[src/rtl/mem_arb_pkg.sv]
// Shared types and constants for the main-memory arbiter.
// Optional round-robin tie-break is enabled with the MEM_ARB_RR_EN macro.
package mem_arb_pkg;

    localparam int ADDR_W_DEF  = 28;   // block address, word address bits [31:4]
    localparam int BLOCK_W_DEF = 128;  // one block = 4 words

    typedef enum logic [1:0] {
        ST_IDLE    = 2'b00,
        ST_GRANT_I = 2'b01,
        ST_GRANT_D = 2'b10,
        ST_RELEASE = 2'b11
    } state_t;

    // Owner of a grant; also the encoding of the last-grant register.
    localparam logic OWNER_I = 1'b0;
    localparam logic OWNER_D = 1'b1;

    // Map a chosen owner to the grant state that serves it.
    function automatic state_t grant_state(input logic owner);
        return (owner == OWNER_D) ? ST_GRANT_D : ST_GRANT_I;
    endfunction

endpackage

[src/rtl/mem_arbiter_arb_pick.sv]
// Combinational choice of the next bus owner from the two pending requests.
// MEM_ARB_RR_EN: on a tie, pick the requester that was not served last;
// otherwise the data cache always wins a tie.
module arb_pick
    import mem_arb_pkg::*;
(
    input  logic i_req,
    input  logic d_req,
    input  logic last_grant,
    output logic valid,
    output logic owner
);

`ifndef MEM_ARB_RR_EN
    // last_grant only matters for the round-robin tie-break.
    logic unused_last_grant;
    assign unused_last_grant = last_grant;
`endif

    // Pick the owner; a lone request is always granted to its requester.
    always_comb begin
        valid = i_req | d_req;
        owner = OWNER_D;
`ifdef MEM_ARB_RR_EN
        if (i_req && d_req) begin
            owner = (last_grant == OWNER_D) ? OWNER_I : OWNER_D;
        end else if (i_req) begin
            owner = OWNER_I;
        end
`else
        if (i_req && !d_req) begin
            owner = OWNER_I;
        end
`endif
    end

endmodule

[src/rtl/mem_arbiter.sv]
// Shares one block-wide main memory between the instruction cache (refills)
// and the data cache (refills and write-backs). One block transaction at a
// time, non-preemptive, with a one-cycle release bubble after each grant.
// State updates on the falling clock edge to line up with the cache FSMs.
// Build option: MEM_ARB_RR_EN selects round-robin tie-breaking instead of
// fixed data-over-instruction priority.
module mem_arbiter
    import mem_arb_pkg::*;
#(
    parameter int ADDR_W  = ADDR_W_DEF,
    parameter int BLOCK_W = BLOCK_W_DEF
) (
    input  logic               CLK,
    input  logic               RESET,
    // instruction cache
    input  logic               I_READ,
    input  logic [ADDR_W-1:0]  I_ADDR,
    output logic [BLOCK_W-1:0] I_READDATA,
    output logic               I_BUSYWAIT,
    // data cache
    input  logic               D_READ,
    input  logic               D_WRITE,
    input  logic [ADDR_W-1:0]  D_ADDR,
    input  logic [BLOCK_W-1:0] D_WRITEDATA,
    output logic [BLOCK_W-1:0] D_READDATA,
    output logic               D_BUSYWAIT,
    // main memory
    output logic               MEM_READ,
    output logic               MEM_WRITE,
    output logic [ADDR_W-1:0]  MEM_ADDR,
    output logic [BLOCK_W-1:0] MEM_WRITEDATA,
    input  logic [BLOCK_W-1:0] MEM_READDATA,
    input  logic               MEM_BUSYWAIT
);

    state_t             state_reg;
    state_t             state_next;
    logic [BLOCK_W-1:0] data_q;
    logic               last_grant;
    logic               pick_valid;
    logic               pick_owner;
    logic               d_req;
    logic               i_done;
    logic               d_done;

    // A write-back wins over a refill if both strobes are ever seen together.
    assign d_req  = D_READ | D_WRITE;

    // Completion: the cycle of a grant in which memory drops its busy flag.
    assign i_done = (state_reg == ST_GRANT_I) && !MEM_BUSYWAIT;
    assign d_done = (state_reg == ST_GRANT_D) && !MEM_BUSYWAIT;

`ifdef MEM_ARB_RR_EN
    logic last_grant_reg;

    // Remember who was granted most recently; starts out as the data cache.
    always_ff @(negedge CLK or posedge RESET) begin
        if (RESET) begin
            last_grant_reg <= OWNER_D;
        end else if (state_reg == ST_IDLE && pick_valid) begin
            last_grant_reg <= pick_owner;
        end
    end

    assign last_grant = last_grant_reg;
`else
    assign last_grant = OWNER_D;
`endif

    arb_pick u_pick (
        .i_req      (I_READ),
        .d_req      (d_req),
        .last_grant (last_grant),
        .valid      (pick_valid),
        .owner      (pick_owner)
    );

    // State register and read-data capture at the end of each completion.
    always_ff @(negedge CLK or posedge RESET) begin
        if (RESET) begin
            state_reg <= ST_IDLE;
            data_q    <= '0;
        end else begin
            state_reg <= state_next;
            if (i_done || d_done) begin
                data_q <= MEM_READDATA;
            end
        end
    end

    // Next-state: grant from IDLE, hold until completion, then one bubble.
    always_comb begin
        state_next = state_reg;
        case (state_reg)
            ST_IDLE: begin
                if (pick_valid) begin
                    state_next = grant_state(pick_owner);
                end
            end
            ST_GRANT_I, ST_GRANT_D: begin
                if (!MEM_BUSYWAIT) begin
                    state_next = ST_RELEASE;
                end
            end
            ST_RELEASE: state_next = ST_IDLE;
            default:    state_next = ST_IDLE;
        endcase
    end

    // Memory side: route the granted requester; everything is 0 otherwise.
    always_comb begin
        MEM_READ      = 1'b0;
        MEM_WRITE     = 1'b0;
        MEM_ADDR      = '0;
        MEM_WRITEDATA = '0;
        case (state_reg)
            ST_GRANT_I: begin
                MEM_READ = I_READ;
                MEM_ADDR = I_ADDR;
            end
            ST_GRANT_D: begin
                MEM_WRITE     = D_WRITE;
                MEM_READ      = D_READ & ~D_WRITE;
                MEM_ADDR      = D_ADDR;
                MEM_WRITEDATA = D_WRITEDATA;
            end
            default: begin
                MEM_READ = 1'b0;
            end
        endcase
    end

    // Cache side: stall any pending requester except in its own completion;
    // read data bypasses the capture register during that completion.
    always_comb begin
        I_BUSYWAIT = I_READ & ~i_done;
        D_BUSYWAIT = d_req  & ~d_done;
        I_READDATA = i_done ? MEM_READDATA : data_q;
        D_READDATA = d_done ? MEM_READDATA : data_q;
    end

endmodule

[config.mk]
export PLATFORM = sky130hd
export DESIGN_NAME = mem_arbiter
export DESIGN_NICKNAME = d
export VERILOG_FILES = /design/src/rtl/mem_arb_pkg.sv /design/src/rtl/mem_arbiter_arb_pick.sv /design/src/rtl/mem_arbiter.sv
export SDC_FILE = /design/constraint.sdc
export NUM_CORES = 1
export LEC_CHECK = 0
export CAP_MARGIN = 20
export CELL_PAD_IN_SITES_DETAIL_PLACEMENT = 2
export CELL_PAD_IN_SITES_GLOBAL_PLACEMENT = 2
export CORE_AREA = 10 10 281 283
export CTS_BUF_LIST = sky130_fd_sc_hd__clkbuf_8
export DETAILED_ROUTE_END_ITERATION = 8
export DIE_AREA = 0 0 291 293
export GPL_ROUTABILITY_DRIVEN = 1
export PLACE_DENSITY = 0.66
export SLEW_MARGIN = 20
export SYNTH_ARGS = -nofsm -noshare
export SYNTH_HDL_FRONTEND = slang
export SYNTH_HIERARCHICAL = 1
export SYNTH_SLANG_ARGS = --single-unit
export TNS_END_PERCENT = 30
[constraint.sdc]
create_clock -name CLK -period 7.6 [get_ports CLK]
set_clock_uncertainty 0.2 [all_clocks]
set_input_delay 1.9 -clock CLK [delete_from_list [all_inputs] [get_ports CLK]]
set_output_delay 1.9 -clock CLK [all_outputs]
set_load 0.1 [all_outputs]
# Word level (Yosys, flattened, before mapping)
# Index checks and enable logic that the tools add are counted.
# classes
eq_ne	5
mux	10
bitwise	8
n_reduce_logical	9
# ops
cell	n
128-bit two-way mux	3
28-bit one-hot mux with 2 select lines	1
2-bit two-way mux	3
2-bit one-hot mux with 3 select lines	1
2-bit equality test, second input constant	2
2-bit inequality test, second input constant	2
1-bit AND	3
1-bit logical AND	3
1-bit NOT	3
2-bit by 1-bit equality test with 1-bit output, second input constant	1
1-bit logical NOT	2
2-bit logical NOT	1
1-bit bitwise OR	2
1-bit one-hot mux with 2 select lines	1
2-bit AND reduction	1
2-bit OR reduction	1
1-bit logical OR	1
1-bit two-way mux	1
# totals
ff_bits	130
in_bits	318

# Logic depth before layout (Yosys ltp)
# logic_depth
word_depth	6
depth_mapped	7

# By module
# The synthesis kept the hierarchy.
# modules_own_cells
mod	n_inst	cells_each	area_per_inst_um2	seq_area_each_um2
mem_arbiter	1	789	9500.4	3253.1
arb_pick	1	2	12.5	0.0

==> results.tsv <==
stage	metric	value	unit
timing	Hold Vio Cnt, Final	0	
drt	Pre-Repair DR Iteration Count	4	
min_path	hold wc startpoint	data_q[13]	
cells_and_area	Fillers	7498	
drt	top sig layer	met5	
drt	final WL	70.4	mm
placed_design	IO Port Bufs	733	
min_path	type of the tightest min-delay check	reg2reg	
clock_network	clock transition at the registers of the reported paths	0.07	ns
cells_and_area	register area	3250	um^2
drt	Final ANT Viol Nets	0	
worst_setup_path	critical path's most frequent cell	buf_12	
global_routing	total track usage	15.6	%
worst_setup_path	Setup CP Type	reg2out	
clock_network	Clock Sinks	130	
synth	post-synth net total	1112	
worst_setup_path	delay-heaviest family, CP	buffers and inverters	
cells_and_area	final instance area	24400	um^2
clock_network	clock root buffer master	clkbuf_8	
die	Initial Util	12.9	%
timing	Slew Limit Fails	0	
cells_and_area	leading cell type in the layout, fill and taps excluded	buf_12	
synth	YS warnings	6	
global_routing	initial antenna violation count	15	
global_routing	largest net degree at the start of global routing	68	
drt	via count	9730	
clock_network	H-tree Lvls	4	
drt	WL met2	39.6	mm
die	Die X	291	um
die	die area	85300	um^2
clock_network	TritonCTS Buffers	17	
die	# rows	100	
job	max cap viols	0	
global_routing	first-pass GRT wire length	95.4	mm
cells_and_area	layout cell share with drive strength beyond 1	63.6	%
timing	Slew HR	47.1	%
die	Core ar.	73600	um^2
drt	M1 wire length	22.2	mm
drt	First DRT Iteration DRCs	188	
cells_and_area	max FFs per register	128	
worst_setup_path	critical path startpoint category	flop	
timing	RSZ-0062 raised after global routing	yes	
synth	Avg Cell Area, Syn	12.0	um^2
cells_and_area	Syn-to-layout area delta	157	%
global_routing	number of global-route vias before repair	11409	
global_routing	grt ovf	0	
worst_setup_path	Worst path max stage delay	0.44	ns
timing	Slew @ Worst Pin	0.792	ns
synth	Post-Syn Area	9510	um^2
run_status	violated checks	negative setup slack	
clock_network	CTS tree	done	
worst_setup_path	RR Startpoint	state_reg[0]	
placed_design	Final Wtd Congestion	0.897	
worst_setup_path	CP Max Fanout	18	
run_status	status	complete, but fails checks	
worst_setup_path	CP max stage cell	dfrtn_1	
drt	DR WL/cell	27.5	um
worst_setup_path	CP Data Arrival Time	6.07	ns
die	die extent in y	293	um
timing	setup slack after layout	-0.567	ns
placed_design	Placed Instance Area	22700	um^2
cells_and_area	final net count	1892	
drt	routed wl met3	6.69	mm
drt	# DRC	0	
synth	Mapped Cells	790	
drt	Vias/cell	3.80	
timing	endpoints failing setup	416	
worst_setup_path	crit path from	state_reg[0]	
die	I/O pin cnt	734	
worst_setup_path	CP Capture Type	output pin	
worst_setup_path	critical path buffer and inverter count	4	
cells_and_area	area occupied by multi-input gates	6600	um^2
placed_design	Detail Placement HPWL	57.6	mm
worst_setup_path	worst path required time	5.50	ns
worst_setup_path	CP cell instances	ha_2 > nor2b_4 > buf_4 > buf_12 > buf_16 > mux2_2 > buf_12	
clock_network	clock buffer depth	2	
clock_network	worst-skew pair later-pin latency	0.46	ns
cells_and_area	most frequent cells in the layout	buf_12 (447), clkdlybuf4s50_1 (317), mux2_2 (235)	
[through the flow]
stage / TNS, ns / std cells / setup WS (ns) / hold WS (ns) / util, %
floorplan: -43.12 / 790 / -0.746 / 0.254 / -
global placement: -10.80 / 2488 / -0.0979 / 0.263 / 30.9
detailed placement: -19.43 / 2488 / -0.138 / 0.277 / 30.9
CTS: -225.48 / 2537 / -0.656 / 0.279 / 32.1
global route: -244.11 / 2559 / -0.726 / 0.291 / 33.2
finish: -185.22 / 2560 / -0.567 / 0.276 / 33.2
[final cells by class]
class                   instances  share of cell area, %
clock inverters                14                  0.543
multi-input cells             590                   27.0
clock buffers                  18                   1.01
flip-flops and latches        130                   13.3
diodes                          8                 0.0819
repair buffers                827                   53.0
well taps                     969                   4.96
inverters                       4                 0.0768
[layer usage]
| layer | up-vias | global-route usage [%] |
|---|---|---|
| met4 | 12 | 5.51 |
| met3 | 55 | 7.80 |
| li1 | 4366 | - |
| met1 | 4869 | 13.6 |
| met2 | 428 | 30.2 |
| met5 | - | 0 |
[path summary, 6_finish.rpt]
check / endpoint / slack, ns / depth (start not counted)
min: data_q[13] / 0.28 / 1
min in group asynchronous: data_q[62] / 5.26 / 2
max in group asynchronous: data_q[121] / 1.22 / 3
min reg2reg: data_q[13] / 0.28 / 1
max reg2reg: data_q[10] / 4.77 / 8
max: I_READDATA[117] / -0.57 / 7
[timing repair]
action / 4_1_cts / 5_1_grt
pin swaps: 0 / 1
setup endpoints to repair: 416 / 416
gates resized for setup: 92 / 153
buffers inserted: 15 / 7
gates cloned: 3 / 8
hold buffers: 0 / 0
Power is left out: the tool's default activity adds up to more than one toggle a clock period on the data nets, which glitch-free logic cannot reach.
